`src/rtl/serial_adder_if.sv`:
```
`default_nettype none
// ==========================================================================
// serial_adder_if : operand/result valid-ready bundle for serial_adder. Rev 1.0
// ==========================================================================
interface serial_adder_if #(
  parameter int WIDTH = 8
);
  logic             in_valid;
  logic             in_ready;
  logic [WIDTH-1:0] a;
  logic [WIDTH-1:0] b;
  logic             cin;
  logic             out_valid;
  logic             out_ready;
  logic [WIDTH-1:0] sum;
  logic             cout;
  logic             busy;

  modport master (
    output in_valid, a, b, cin, out_ready,
    input  in_ready, out_valid, sum, cout, busy
  );

  modport slave (
    input  in_valid, a, b, cin, out_ready,
    output in_ready, out_valid, sum, cout, busy
  );
endinterface
`default_nettype wire

```
`src/rtl/serial_adder.sv`:
```
`default_nettype none
// ==========================================================================
// serial_adder : bit-serial LSB-first adder, parallel in/out, valid/ready. Rev 1.0
// ==========================================================================
module serial_adder #(
  parameter int WIDTH = 8
) (
  input  wire logic        clk,
  input  wire logic        rst_n,
  serial_adder_if.slave    bus
);
  localparam int               CNT_W    = $clog2(WIDTH) + 1;
  localparam logic [CNT_W-1:0] CNT_LAST = CNT_W'(WIDTH - 1);
  localparam logic [CNT_W-1:0] CNT_ONE  = CNT_W'(1);

  typedef enum logic [1:0] {
    ST_IDLE  = 2'd0,
    ST_SHIFT = 2'd1,
    ST_DONE  = 2'd2
  } state_t;

  state_t           state_q, state_d;
  logic [WIDTH-1:0] a_sh_q, a_sh_d;
  logic [WIDTH-1:0] b_sh_q, b_sh_d;
  logic [WIDTH-1:0] sum_q, sum_d;
  logic [CNT_W-1:0] cnt_q, cnt_d;
  logic             carry_q, carry_d;
  logic             cout_q, cout_d;
  logic             in_ready_q, in_ready_d;
  logic             out_valid_q, out_valid_d;
  logic             busy_q, busy_d;

  // Two cascaded half-adder cells form the full-adder bit slice.
  logic ha0_s, ha0_c, ha1_s, ha1_c, carry_nxt;
  assign ha0_s     = a_sh_q[0] ^ b_sh_q[0];
  assign ha0_c     = a_sh_q[0] & b_sh_q[0];
  assign ha1_s     = ha0_s ^ carry_q;
  assign ha1_c     = ha0_s & carry_q;
  assign carry_nxt = ha0_c | ha1_c;

  always_comb begin
    state_d     = state_q;
    a_sh_d      = a_sh_q;
    b_sh_d      = b_sh_q;
    sum_d       = sum_q;
    cnt_d       = cnt_q;
    carry_d     = carry_q;
    cout_d      = cout_q;
    in_ready_d  = in_ready_q;
    out_valid_d = out_valid_q;
    busy_d      = busy_q;
    case (state_q)
      ST_IDLE: begin
        if (bus.in_valid) begin
          a_sh_d     = bus.a;
          b_sh_d     = bus.b;
          carry_d    = bus.cin;
          sum_d      = '0;
          cnt_d      = '0;
          in_ready_d = 1'b0;
          busy_d     = 1'b1;
          state_d    = ST_SHIFT;
        end
      end
      ST_SHIFT: begin
        sum_d   = (sum_q >> 1) | (WIDTH'(ha1_s) << (WIDTH - 1));
        a_sh_d  = a_sh_q >> 1;
        b_sh_d  = b_sh_q >> 1;
        carry_d = carry_nxt;
        cnt_d   = cnt_q + CNT_ONE;
        if (cnt_q == CNT_LAST) begin
          cout_d      = carry_nxt;
          out_valid_d = 1'b1;
          state_d     = ST_DONE;
        end
      end
      ST_DONE: begin
        // No accept on the DONE->IDLE edge: in_ready only rises afterwards.
        if (bus.out_ready) begin
          out_valid_d = 1'b0;
          in_ready_d  = 1'b1;
          busy_d      = 1'b0;
          state_d     = ST_IDLE;
        end
      end
      default: begin
        state_d     = ST_IDLE;
        in_ready_d  = 1'b1;
        out_valid_d = 1'b0;
        busy_d      = 1'b0;
      end
    endcase
  end

  always_ff @(posedge clk or negedge rst_n) begin
    if (!rst_n) begin
      state_q     <= ST_IDLE;
      a_sh_q      <= '0;
      b_sh_q      <= '0;
      sum_q       <= '0;
      cnt_q       <= '0;
      carry_q     <= 1'b0;
      cout_q      <= 1'b0;
      in_ready_q  <= 1'b1;
      out_valid_q <= 1'b0;
      busy_q      <= 1'b0;
    end else begin
      state_q     <= state_d;
      a_sh_q      <= a_sh_d;
      b_sh_q      <= b_sh_d;
      sum_q       <= sum_d;
      cnt_q       <= cnt_d;
      carry_q     <= carry_d;
      cout_q      <= cout_d;
      in_ready_q  <= in_ready_d;
      out_valid_q <= out_valid_d;
      busy_q      <= busy_d;
    end
  end

  assign bus.in_ready  = in_ready_q;
  assign bus.out_valid = out_valid_q;
  assign bus.sum       = sum_q;
  assign bus.cout      = cout_q;
  assign bus.busy      = busy_q;
endmodule
`default_nettype wire

```
`src/flat_wrapper.sv`:
```
// flat-port wrapper written by rule: the top's interface ports become plain ports
module serial_adder_flat 
#(
  parameter int WIDTH = 8
)
  (clk, rst_n, bus_in_valid, bus_a, bus_b, bus_cin, bus_out_ready, bus_in_ready, bus_out_valid, bus_sum, bus_cout, bus_busy);
  serial_adder_if #(.WIDTH(WIDTH)) bus_i ();
  input  wire logic clk;
  input  wire logic rst_n;
  input wire logic [$bits(bus_i.in_valid)-1:0] bus_in_valid;
  input wire logic [$bits(bus_i.a)-1:0] bus_a;
  input wire logic [$bits(bus_i.b)-1:0] bus_b;
  input wire logic [$bits(bus_i.cin)-1:0] bus_cin;
  input wire logic [$bits(bus_i.out_ready)-1:0] bus_out_ready;
  output wire logic [$bits(bus_i.in_ready)-1:0] bus_in_ready;
  output wire logic [$bits(bus_i.out_valid)-1:0] bus_out_valid;
  output wire logic [$bits(bus_i.sum)-1:0] bus_sum;
  output wire logic [$bits(bus_i.cout)-1:0] bus_cout;
  output wire logic [$bits(bus_i.busy)-1:0] bus_busy;
  assign bus_i.in_valid = bus_in_valid;
  assign bus_i.a = bus_a;
  assign bus_i.b = bus_b;
  assign bus_i.cin = bus_cin;
  assign bus_i.out_ready = bus_out_ready;
  assign bus_in_ready = bus_i.in_ready;
  assign bus_out_valid = bus_i.out_valid;
  assign bus_sum = bus_i.sum;
  assign bus_cout = bus_i.cout;
  assign bus_busy = bus_i.busy;
  serial_adder #(.WIDTH(WIDTH)) u_core (.clk(clk), .rst_n(rst_n), .bus(bus_i));
endmodule
```
`config.mk`:
```
export PLATFORM = sky130hd
export DESIGN_NAME = serial_adder_flat
export DESIGN_NICKNAME = d
export VERILOG_FILES = /design/src/rtl/serial_adder_if.sv /design/src/rtl/serial_adder.sv /design/src/flat_wrapper.sv
export SDC_FILE = /design/constraint.sdc
export NUM_CORES = 1
export LEC_CHECK = 0
export CAP_MARGIN = 20
export CORE_MARGIN = 10
export CORE_UTILIZATION = 40
export DETAILED_ROUTE_END_ITERATION = 10
export DONT_BUFFER_PORTS = 1
export GPL_TIMING_DRIVEN = 0
export PLACE_DENSITY = 0.59
export SLEW_MARGIN = 20
export SYNTH_ARGS = -nofsm -noshare
export SYNTH_HDL_FRONTEND = slang
export SYNTH_SLANG_ARGS = --single-unit
export TNS_END_PERCENT = 30
```
`constraint.sdc`:
```
create_clock -name clk -period 1.8 [get_ports clk]
set_clock_uncertainty 0.1 [all_clocks]
set_input_delay 0.18 -clock clk [delete_from_list [all_inputs] [get_ports clk]]
set_output_delay 0.18 -clock clk [all_outputs]
set_load 0.005 [all_outputs]
```
==> results.yml, run 1 <==
logic_synthesis:
  synth_seq_cells: 35
  netlist_top_cells_area: "dfrtp_1, a22oi_1, a22o_1, buf_6, nor2b_1"
  avgSynthCellArea_um2: 10.9
  synth_ff_type: "dfrtp_1"
  synth_area_um2: 1660
  synth_edf_count: 0
  ys_seq_area_frac: 0.527
  synth-async-reset-ratio: 1.00
  synth_fp_nets: 175
  synth.largest_area_cell: "dfrtp_1"
  yosysWarnings: 0
  netlist.area_leader.share: 0.511
  ys_types: 30
  syn_inst: 152
setup_path:
  worstPathRequired_ns: 1.85
  cp_max_fo: 10
  worstSetupPathType: "reg2reg"
  rr_worst_depth: 6
  endpoint_kind: "register"
  arrival_ns: 1.42
  crit_path_start_kind: "register"
die:
  die_area_um2: 7140
  placementRows: 23
  start_util: 0.416
  pin_count: 33
  die_w_um: 84.5
  core_area_um2: 4000
  die_h_um: 84.5
clock_tree:
  clockBufferDepth: 2
  clk_pin_slew_worst_paths_ns: 0.07
  clk_latency_ns: 0.28
  numCtsBuffers: 5
  cts_tree: "built"
  cts.sinks: 35
  htreeDepth: 2
  clock-root-buffer: "clkbuf_8"
global_route:
  grt_usage: 0.113
  antenna_found_initial: 0
  grt_pass1_wl_um: 6690
  overflow: 0
  grt_pass1_vias: 1355
  grt_max_degree: 36
placed_design:
  gp_congestion: 0.715
  place_hpwl_um: 2880
  numPortBuffers: 0
timing:
  slew_viol_final: 0
  finalSetupTns_ns: 0
  hold_viol_final: 1
  rsz0062_at_grt: "no"
  post-route-period-util: 0.760
  final.min_clock_period_ns: 1.37
  relSlewSlack: 0.666
  hold_slack_ns: -0.000925
  worst_slew_pin_slew_ns: 0.501
  setup_violations: 0
  fmax_ghz: 0.731
detailed_routing:
  drcViolationCount: 0
  wl_per_cell_um: 18.2
  initialDrtViolationCount: 76
  via_count: 1247
  viasPerCell: 5.64
  routed_wl_um: 4030
  postRouteAntennaNets: 0
  firstDrtPassIters: 4
outcome:
  status: "finished, violations left"
  failed_checks: "negative hold slack"
worst_hold_path:
  hold_depth: 2
  hold_path.class: "in2reg"
power_and_ir_drop:
  powerDensity_nw_per_um2: 1510
  p_leak_nw: 0.854
  ir_drop_mv: 0.605
  fin_total_pwr_mw: 2.93
finish:
  final_cell_mix: "dfrtp_1, a22oi_1, dlygate4sd3_1"
  drive_gt1_frac: 0.117
  nets: 195
  final_common_cell: "dfrtp_1"
  areaGrowthSynthToFinish_pct: 16.5
  n_antenna_cell: 0
run:
  cap_violations: 0
## layer usage
layer | track usage | wire (µm)
met5 | 0 | 0
met3 | 0.0599 | 382
met2 | 0.169 | 1810
met4 | 0.0359 | 37
met1 | 0.135 | 1810
## what timing repair did
item | in CTS | in global routing
hold buffers | 13 | 0
hold endpoints to repair | 46 | 0
setup endpoints to repair | 0 | 0
buffers inserted | 0 | 0
resized for setup | 0 | 0
## registers in the layout, indices dropped and copies added (netlist names)
| register | cells |
|---|---|
| u_core.a_sh_q | 8 |
| u_core.b_sh_q | 8 |
| u_core.bus.busy | 1 |
| u_core.bus.cout | 1 |
| u_core.bus.in_ready | 1 |
| u_core.bus.out_valid | 1 |
| u_core.bus.sum | 8 |
| u_core.carry_q | 1 |
| u_core.cnt_q | 4 |
| u_core.state_q | 2 |
## where the power goes
group          switching [mW]  leakage (nW)  internal [mW]
Combinational           0.533         0.366          0.520
Sequential              0.257         0.451           1.10
Clock                   0.256        0.0371          0.258
Total                    1.05         0.854           1.88
## logic make-up after synthesis
family          synth area share
simple gates               0.111
compound gates             0.263
mux                       0.0120
fa+ha+maj                 0.0195
flops                      0.527
buf+inv                   0.0669
## final cells by class
class | count | area (µm²)
inverter | 6 | 22.5
timing repair buffer | 13 | 140
buffer | 11 | 88.8
clock buffer | 6 | 72.6
fill | 369 | 2060
sequential | 35 | 877
tap | 50 | 62.6
multi-input combinational | 100 | 676
## cells in the mapped netlist, types with 4 or more instances
library cell,instances
buf_6,6
a22oi_1,15
a2bb2oi_1,4
nand2_1,10
inv_1,6
o21ai_0,11
nor2_1,4
a21oi_1,11
o21ai_1,9
nor2b_1,9
a22o_1,9
dfrtp_1,34
## final timing paths
check | start | endpoint | slack [ns]
hold / removal | bus_b[0] | u_core.b_sh_q[0] | -0.0009
setup reg to reg | u_core.state_q[0] | u_core.a_sh_q[6] | 0.43
hold reg to reg | u_core.b_sh_q[2] | u_core.b_sh_q[2] | 0.39
setup / recovery | u_core.state_q[0] | u_core.a_sh_q[6] | 0.43
max in group asynchronous | rst_n | u_core.bus.in_ready | 1.10
min in group asynchronous | rst_n | u_core.bus.sum[3] | 0.24
## worst max-delay path: stages, from the launching register on
cell     delay [ns]
dfrtp_1        0.38
buf_6          0.15
nor2b_4        0.12
buf_6          0.13
buf_6          0.14
a22oi_1        0.14
o21ai_1        0.09
## metrics by stage
stage / cells / instance area (µm²) / setup slack [ns] / util
after global placement: 202 / 1730 / 0.460 / 0.432
after detailed placement: 202 / 1730 / 0.432 / 0.432
after floorplan: 152 / 1660 / 0.517 / -
after global routing: 221 / 1940 / 0.338 / 0.485
final: 221 / 1940 / 0.432 / 0.485
after CTS: 221 / 1940 / 0.418 / 0.485
(Power assumes the default switching activity.)
==> run 2, diff against run 1 <==
==> constraint.sdc (replaced) <==
create_clock -name clk -period 1.3 [get_ports clk]
set_clock_uncertainty 0.1 [all_clocks]
set_input_delay 0.13 -clock clk [delete_from_list [all_inputs] [get_ports clk]]
set_output_delay 0.13 -clock clk [all_outputs]
set_load 0.005 [all_outputs]
==> run 2 against run 1 <==
Effect of this change:
- the flow now finishes without violations
- sequential power rose by 40%
- combinational power grew 81%
- final area up 13%
- wire length increased by 6.9%
- critical endpoint is now u_core.b_sh_q[5]
- utilization rose by 6.4 points
- largest cell class unchanged
- setup slack got worse by 0.43 ns
- maximum frequency grew 5.8%
==> results.yml, run 2 (synthesis results as in run 1) <==
power_and_ir_drop:
  p_leak_nw: 0.966
  powerDensity_nw_per_um2: 2060
  ir_drop_mv: 0.760
  fin_total_pwr_mw: 4.53
clock_tree:
  htreeDepth: 2
  cts.sinks: 35
  clockBufferDepth: 2
  clock-root-buffer: "clkbuf_8"
  cts_tree: "built"
  numCtsBuffers: 5
  clk_latency_ns: 0.28
  clk_pin_slew_worst_paths_ns: 0.07
global_route:
  grt_usage: 0.119
  antenna_found_initial: 0
  grt_max_degree: 36
  overflow: 0
  grt_pass1_vias: 1461
  grt_pass1_wl_um: 7130
detailed_routing:
  viasPerCell: 5.62
  via_count: 1343
  firstDrtPassIters: 4
  initialDrtViolationCount: 58
  drcViolationCount: 0
  routed_wl_um: 4310
  postRouteAntennaNets: 0
  wl_per_cell_um: 18.0
finish:
  drive_gt1_frac: 0.228
  register_area_um2: 877
  fin_util: 0.549
  multi_input_area_um2: 723
  fillers: 349
  nets: 213
  areaGrowthSynthToFinish_pct: 32.0
  final_common_cell: "dfrtp_1"
  final_cell_mix: "dfrtp_1, dlygate4sd3_1, o21ai_1, a21oi_1"
  n_antenna_cell: 0
die:
  start_util: 0.416
  core_area_um2: 4000
  die_w_um: 84.5
  pin_count: 33
  die_h_um: 84.5
  die_area_um2: 7140
  placementRows: 23
placed_design:
  place_hpwl_um: 2880
  numPortBuffers: 0
  gp_congestion: 0.715
timing:
  relSlewSlack: 0.825
  setup_violations: 0
  worst_slew_pin_slew_ns: 0.263
  fmax_ghz: 0.773
  rsz0062_at_grt: "yes"
  hold_viol_final: 0
  slew_viol_final: 0
  final.min_clock_period_ns: 1.29
  post-route-period-util: 0.995
worst_hold_path:
  hold_depth: 2
  hold_path.class: "in2reg"
  min_from: "bus_out_ready"
  worst_hold_path.endpoint: "u_core.bus.out_valid"
run:
  cap_violations: 0
setup_path:
  cp_max_fo: 7
  worstSetupPathType: "reg2reg"
  crit_path_start_kind: "register"
  rr_worst_depth: 5
  timing.rr.end: "u_core.b_sh_q[5]"
  endpoint_kind: "register"
  arrival_ns: 1.35
  worstPathRequired_ns: 1.36
  r2r_slack_ns: 0.007
  crit-reg2reg-launch: "u_core.state_q[0]"
outcome:
  status: "finished, final reports clean"
[run 2: worst max path at each step]
stage / from / slack [ns] / end / cells past startpoint
2_1_floorplan: u_core.state_q[0] / 0.02 / u_core.b_sh_q[0] / 6
3_3_place_gp: u_core.state_q[0] / -0.04 / u_core.b_sh_q[0] / 6
3_5_place_dp: u_core.state_q[0] / -0.07 / u_core.a_sh_q[6] / 6
4_1_cts: u_core.state_q[0] / -0.04 / u_core.a_sh_q[6] / 6
5_1_grt: u_core.carry_q / -0.04 / u_core.carry_q / 4
6_report: u_core.state_q[0] / 0.007 / u_core.b_sh_q[5] / 5
[run 2: stage by stage]
step	instances	cell area, µm²	TNS, ns	hold WS [ns]	setup WS (ns)
after floorplan	152	1660	0	-0.266	0.0167
after global placement	202	1730	-0.128	-0.264	-0.0402
after detailed placement	202	1730	-0.294	-0.264	-0.0681
after CTS	234	2090	-0.0986	0.0143	-0.0419
after global routing	239	2200	-0.228	0.0221	-0.0449
final	239	2200	0	0.0105	0.00673
[run 2: what timing repair did]
item / 4_1_cts / 5_1_grt
endpoints found under the setup margin: 23 / 33
cloned: 1 / 1
resized for setup: 7 / 16
buffers inserted: 4 / 5
endpoints found under the hold margin: 53 / 0
hold buffers: 21 / 0
pin swaps: 1 / 11
[run 2: cell type report]
class                      count  area share
sequential                    35       0.399
multi-input combinational    100       0.329
timing repair buffer          32       0.161
buffer                        10      0.0387
clock buffer                   6      0.0330
tap                           50      0.0285
inverter                       6      0.0103
[run 2: per-layer routing]
metal,part of all wire,GRT usage,vias up
met5,0,0,-
met4,0.016,0.0359,0
met2,0.47,0.187,39
met1,0.44,0.142,674
li1,-,-,623
met3,0.075,0.0531,7
[run 2: power by group]
part	internal [mW]	switching, mW
clock network	0.357	0.364
registers	1.53	0.382
logic	1.04	0.865
total	2.92	1.61
[run 2: critical path, stage by stage (launching register included)]
cell and delay [ns]:
dfrtp_1 0.38, buf_6 0.14, nor2b_4 0.16, buf_12 0.14, a22oi_1 0.15, o21ai_0 0.10
==> run 3, diff against run 2 <==
--- a/config.mk
+++ b/config.mk
@@ -12,7 +12,6 @@
 export DONT_BUFFER_PORTS = 1
 export GPL_TIMING_DRIVEN = 0
 export PLACE_DENSITY = 0.59
-export SLEW_MARGIN = 20
 export SYNTH_ARGS = -nofsm -noshare
 export SYNTH_HDL_FRONTEND = slang
 export SYNTH_SLANG_ARGS = --single-unit
==> results of run 3 <==
Final layout, timing and power as in run 2 (identical DEF).
